## src/rtl/square_pos_ctrl.sv

```systemverilog
// Frame-synchronous square-centre controller: synchronises the push buttons and
// moves (cx, cy) with press / hold / auto-repeat timing once per frame.
module square_pos_ctrl #(
    parameter int WIDTH        = 96,
    parameter int HEIGHT       = 64,
    parameter int HALF         = 6,
    parameter int STEP         = 1,
    parameter int REPEAT_DELAY = 8,
    parameter int REPEAT_RATE  = 2,
    parameter int HOME_X       = 48,
    parameter int HOME_Y       = 32
) (
    input  logic        clk25,
    input  logic        rst_n,
    input  logic [12:0] pixel_index,
    input  logic        btn_up,
    input  logic        btn_down,
    input  logic        btn_left,
    input  logic        btn_right,
    input  logic        btn_centre,
    output logic [6:0]  cx,
    output logic [5:0]  cy,
    output logic        frame_tick,
    output logic        moving,
    output logic [1:0]  dbg_state
);

    typedef enum logic [1:0] {
        IDLE   = 2'd0,
        HOLD   = 2'd1,
        REPEAT = 2'd2,
        HOME   = 2'd3
    } state_t;

    localparam int CNT_MAX = (REPEAT_DELAY > REPEAT_RATE) ? REPEAT_DELAY : REPEAT_RATE;
    localparam int CNT_W   = $clog2(CNT_MAX + 1);

    localparam logic signed [8:0] CX_MIN = 9'(HALF);
    localparam logic signed [8:0] CX_MAX = 9'(WIDTH - 1 - HALF);
    localparam logic signed [8:0] CY_MIN = 9'(HALF);
    localparam logic signed [8:0] CY_MAX = 9'(HEIGHT - 1 - HALF);
    localparam logic signed [8:0] STEP_S = 9'(STEP);

    // Button vector order: {centre, right, left, down, up}
    logic [4:0] btn_raw;
    logic [4:0] sync1_q, sync1_d;
    logic [4:0] sync2_q, sync2_d;

    logic prev_idx_zero_q, prev_idx_zero_d;
    logic frame_tick_q, frame_tick_d;

    state_t           state_q, state_d;
    logic [CNT_W-1:0] cnt_q, cnt_d;
    logic [6:0]       cx_q, cx_d;
    logic [5:0]       cy_q, cy_d;
    logic             moving_q, moving_d;

    logic               up_s, down_s, left_s, right_s, centre_s;
    logic signed [8:0]  dx, dy;
    logic               any_dir;
    logic signed [8:0]  cx_sum, cy_sum;
    logic signed [8:0]  cx_new, cy_new;
    logic               idx_zero;

    assign btn_raw = {btn_centre, btn_right, btn_left, btn_down, btn_up};

    always_comb begin
        sync1_d = btn_raw;
        sync2_d = sync1_q;
    end

    assign up_s     = sync2_q[0];
    assign down_s   = sync2_q[1];
    assign left_s   = sync2_q[2];
    assign right_s  = sync2_q[3];
    assign centre_s = sync2_q[4];

    // A frame starts on the first sample of index 0 after a nonzero sample.
    assign idx_zero = (pixel_index == 13'd0);

    always_comb begin
        prev_idx_zero_d = idx_zero;
        frame_tick_d    = idx_zero && !prev_idx_zero_q;
    end

    always_comb begin
        dx = 9'sd0;
        dy = 9'sd0;
        if (right_s && !left_s) dx = STEP_S;
        else if (left_s && !right_s) dx = -STEP_S;
        if (down_s && !up_s) dy = STEP_S;
        else if (up_s && !down_s) dy = -STEP_S;
    end

    assign any_dir = (dx != 9'sd0) || (dy != 9'sd0);

    // Saturating move, each axis clamped on its own.
    always_comb begin
        cx_sum = $signed({2'b00, cx_q}) + dx;
        cy_sum = $signed({3'b000, cy_q}) + dy;
        cx_new = cx_sum;
        cy_new = cy_sum;
        if (cx_sum < CX_MIN) cx_new = CX_MIN;
        else if (cx_sum > CX_MAX) cx_new = CX_MAX;
        if (cy_sum < CY_MIN) cy_new = CY_MIN;
        else if (cy_sum > CY_MAX) cy_new = CY_MAX;
    end

    always_comb begin
        state_d = state_q;
        cnt_d   = cnt_q;
        cx_d    = cx_q;
        cy_d    = cy_q;
        if (frame_tick_q) begin
            if (centre_s || state_q == HOME) begin
                // HOME is resolved on the same tick and never held.
                cx_d    = 7'(HOME_X);
                cy_d    = 6'(HOME_Y);
                cnt_d   = '0;
                state_d = IDLE;
            end else begin
                case (state_q)
                    IDLE: begin
                        if (any_dir) begin
                            cx_d    = 7'(cx_new);
                            cy_d    = 6'(cy_new);
                            cnt_d   = '0;
                            state_d = HOLD;
                        end
                    end
                    HOLD: begin
                        if (!any_dir) begin
                            cnt_d   = '0;
                            state_d = IDLE;
                        end else if (cnt_q == CNT_W'(REPEAT_DELAY - 1)) begin
                            cx_d    = 7'(cx_new);
                            cy_d    = 6'(cy_new);
                            cnt_d   = '0;
                            state_d = REPEAT;
                        end else begin
                            cnt_d = cnt_q + CNT_W'(1);
                        end
                    end
                    REPEAT: begin
                        if (!any_dir) begin
                            cnt_d   = '0;
                            state_d = IDLE;
                        end else if (cnt_q == CNT_W'(REPEAT_RATE - 1)) begin
                            cx_d  = 7'(cx_new);
                            cy_d  = 6'(cy_new);
                            cnt_d = '0;
                        end else begin
                            cnt_d = cnt_q + CNT_W'(1);
                        end
                    end
                    default: begin
                        state_d = IDLE;
                    end
                endcase
            end
        end
        moving_d = (state_d == HOLD) || (state_d == REPEAT);
    end

    always_ff @(posedge clk25 or negedge rst_n) begin
        if (!rst_n) begin
            sync1_q         <= '0;
            sync2_q         <= '0;
            prev_idx_zero_q <= 1'b0;
            frame_tick_q    <= 1'b0;
            state_q         <= IDLE;
            cnt_q           <= '0;
            cx_q            <= 7'(HOME_X);
            cy_q            <= 6'(HOME_Y);
            moving_q        <= 1'b0;
        end else begin
            sync1_q         <= sync1_d;
            sync2_q         <= sync2_d;
            prev_idx_zero_q <= prev_idx_zero_d;
            frame_tick_q    <= frame_tick_d;
            state_q         <= state_d;
            cnt_q           <= cnt_d;
            cx_q            <= cx_d;
            cy_q            <= cy_d;
            moving_q        <= moving_d;
        end
    end

    assign cx         = cx_q;
    assign cy         = cy_q;
    assign frame_tick = frame_tick_q;
    assign moving     = moving_q;
    assign dbg_state  = state_q;

endmodule

```

## config.mk

```make
export PLATFORM = sky130hd
export DESIGN_NAME = square_pos_ctrl
export DESIGN_NICKNAME = d
export VERILOG_FILES = /design/src/rtl/square_pos_ctrl.sv
export SDC_FILE = /design/constraint.sdc
export NUM_CORES = 1
export LEC_CHECK = 0
export ABC_CLOCK_PERIOD_IN_PS = 4400
export BUFFER_PORTS_ARGS = -buffer_cell sky130_fd_sc_hd__buf_2
export CORE_MARGIN = 2
export CORE_UTILIZATION = 50
export DETAILED_ROUTE_END_ITERATION = 10
export PLACE_DENSITY_LB_ADDON = 0.05
export SLEW_MARGIN = 20
export SYNTH_ARGS = -nofsm -noshare
export SYNTH_HDL_FRONTEND = slang
export SYNTH_SLANG_ARGS = --single-unit
export TNS_END_PERCENT = 100
```

## constraint.sdc

```tcl
create_clock -name clk25 -period 4.4 [get_ports clk25]
set_input_delay 0.44 -clock clk25 [delete_from_list [all_inputs] [get_ports clk25]]
set_output_delay 0.44 -clock clk25 [all_outputs]
set_load 0.01 [all_outputs]
```

==> impl_metrics.ini <==
[floorplan]
dieArea_mm2 = 0.00564
die_width_um = 75.1
rows = 25
ios = 37
core_area_mm2 = 0.00479
initial_utilization = 0.528
dieHeight_um = 75.1

[timing]
max-slew-margin-rel = 0.355
hold_viol = 0
fmax_mhz = 326
finalCritPeriodShare = 0.697
drv_slew = 0
rsz0062_at_grt = false
period_minus_slack_ps = 3070
worst_pin_slew_ps = 961
setup_violations = 0
tns_ps = 0
final.setup_skew_ps = 5.33

[synth]
netlist_top_cells_area = dfrtp_1, ha_1, o21ai_0
synth-xor-area-share = 0.0594
synth_top_family_by_area = compound AO/OA/AOI/OAI gates
synth_top_area_frac = 0.287
synth_adder_area_share = 0.0792
mappedNetlistArea_mm2 = 0.00253
yosysSeqAreaShare = 0.318
synth_area_per_cell_um2 = 9.15
synth_flop_cell = dfrtp_1
ys_types = 79
synth_nets = 312
yosysTopAreaCell = dfrtp_1
synth_edf_count = 0
yosysWarnings = 0
yosys.area_share.simple = 0.238
synth-compound-area-share = 0.245
synth.ff_latch_count = 32
synthCells = 276
synthMuxAreaShare = 0.00842
synth_async_sr_flop_share = 1.00

[min_path]
hp-class = input pin to asynchronous set/reset pin

[finish]
final_nets = 341
fill_cells = 425
final_common_cell = buf_2
syn2layout_area_growth_pct = 10.8
seq_area_um2 = 805
layout_common_cells = buf_2, dfrtp_1, nand2_1
multiInputGateArea_mm2 = 0.00159
layout-drive-gt1-share = 0.212
diodes = 0

[power]
pwr-share-comb = 0.139
power_uw = 617
p_clk_frac = 0.372
power_frac_seq = 0.489
p_sw_frac = 0.251
peakVddDrop_uv = 227
power.switching_uw = 155
p_leak_uw = 0.00125
powerDensity_mw_per_mm2 = 220
internal_power_uw = 462

[grt]
grt-ovfl-total = 0
grt_pass1_vias = 1905
track_usage = 0.198
grt_max_degree = 33
antenna_found_initial = 0
grt_pass1_wl_mm = 8.60

[clock_tree]
clockBufferDepth = 2
cts_made_buffers = 5
cts_tree = done
root_buffer = clkbuf_8
insertion_delay_ps = 280
clock_sinks = 32
postCtsHoldBufs = 0
clk_pin_slew_ps = 60
ctsResizeCount = 0
postCtsSetupBuffers = 0
h-tree-depth = 2

[placement]
portBuffers = 36
gp_congestion = 0.924
hpwl_mm = 3.94

[detailed_routing]
drc_errors = 0
drt_pre_antenna_iters = 4
routed_wl_mm = 5.22
ant_nets = 0
wl_per_cell_um = 14.0
dr.first_iter.drc_count = 67
vias = 2174
drt-vias-per-instance = 5.83

[critical_path]
crit_arrival_ps = 3230
critical_path_class = flip-flop to flip-flop
cp.required_ps = 4560
critPathMaxFanout = 14
endpoint_kind = flip-flop
cp-start-kind = flip-flop

[outcome]
status = finished, final reports clean

[flow_run]
maxCapViolCount = 0
synth_stat cells, types with 4 or more instances:
| cell | instances |
|---|---|
| nand3_1 | 7 |
| inv_1 | 10 |
| nor3_1 | 5 |
| nor2b_1 | 9 |
| nor2_1 | 14 |
| nand3b_1 | 4 |
| nand2_1 | 22 |
| buf_2 | 6 |
| xor2_1 | 9 |
| a21oi_1 | 13 |
| a211oi_1 | 4 |
| o21a_1 | 5 |
| dfrtp_1 | 29 |
| xnor2_1 | 5 |
| ha_1 | 16 |
| o21ai_0 | 20 |
cells by family after synthesis:
logic type / count (synthesis)
buf+inv: 25
simple gates: 100
compound gates: 86
fa+ha+maj: 16
flops: 32
mux: 2
xor+xnor: 15
metal layers:
| layer | global-route usage | part of all wire |
|---|---|---|
| met4 | 0.0754 | 0.022 |
| met5 | 0 | 0 |
| met2 | 0.313 | 0.45 |
| met1 | 0.267 | 0.48 |
| met3 | 0.0402 | 0.047 |
area by class of cell:
cell class	instances	area share
tap	67	0.0300
timing repair buffer	37	0.0671
clock buffer	7	0.0308
inverter	10	0.0134
multi-input combinational	219	0.569
clock inverter	1	0.00268
sequential	32	0.287
path summary, 6_finish.rpt:
| check | end | slack, ps | from | cells after the start |
|---|---|---|---|---|
| hold / removal | sync1_q[2] | 200 | rst_n | 1 |
| min in group clk25 | sync1_q[1] | 270 | btn_down | 1 |
| setup reg to reg | cx[2] | 1330 | sync2_q[3] | 11 |
| setup / recovery | cx[2] | 1330 | sync2_q[3] | 11 |
| max in group asynchronous | sync2_q[1] | 3760 | rst_n | 1 |
| hold reg to reg | sync2_q[4] | 350 | sync1_q[4] | 0 |
critical path: stages (launching register included):
cell and delay (ps):
dfrtp_1 360, inv_1 70, ha_1 420, buf_4 290, ha_1 340, and3_1 190, o21ai_0 140, o21ai_1 100
a311oi_2 340, a21oi_1 190, nor3b_2 200, a221o_1 320
flip-flops by register name (all words and copies together) (netlist names):
name / cells
frame_tick: 1
cy: 6
moving: 1
sync1_q: 5
dbg_state: 2
sync2_q: 5
prev_idx_zero_q: 1
cnt_q: 4
cx: 7
power by group through the flow:
stage | Sequential, µW | Combinational, µW | Clock [µW]
2_1_floorplan | 306 | 61.6 | 0
3_3_place_gp | 307 | 84.6 | 0
3_5_place_dp | 307 | 85.3 | 0
4_1_cts | 302 | 85.6 | 238
5_1_grt | 302 | 95.9 | 253
6_report | 302 | 85.5 | 230
through the flow:
stage / std cells / utilization / hold slack, ps / instance area (µm²) / setup WS (ps)
3_5_place_dp: 365 / 0.565 / 337 / 2710 / 1410
5_1_grt: 373 / 0.585 / 244 / 2800 / 1140
2_1_floorplan: 276 / - / 144 / 2530 / 1630
6_report: 373 / 0.585 / 203 / 2800 / 1330
3_3_place_gp: 365 / 0.565 / 333 / 2710 / 1510
4_1_cts: 373 / 0.585 / 226 / 2800 / 1380
Note: power is estimated with default switching activity, not from simulation.
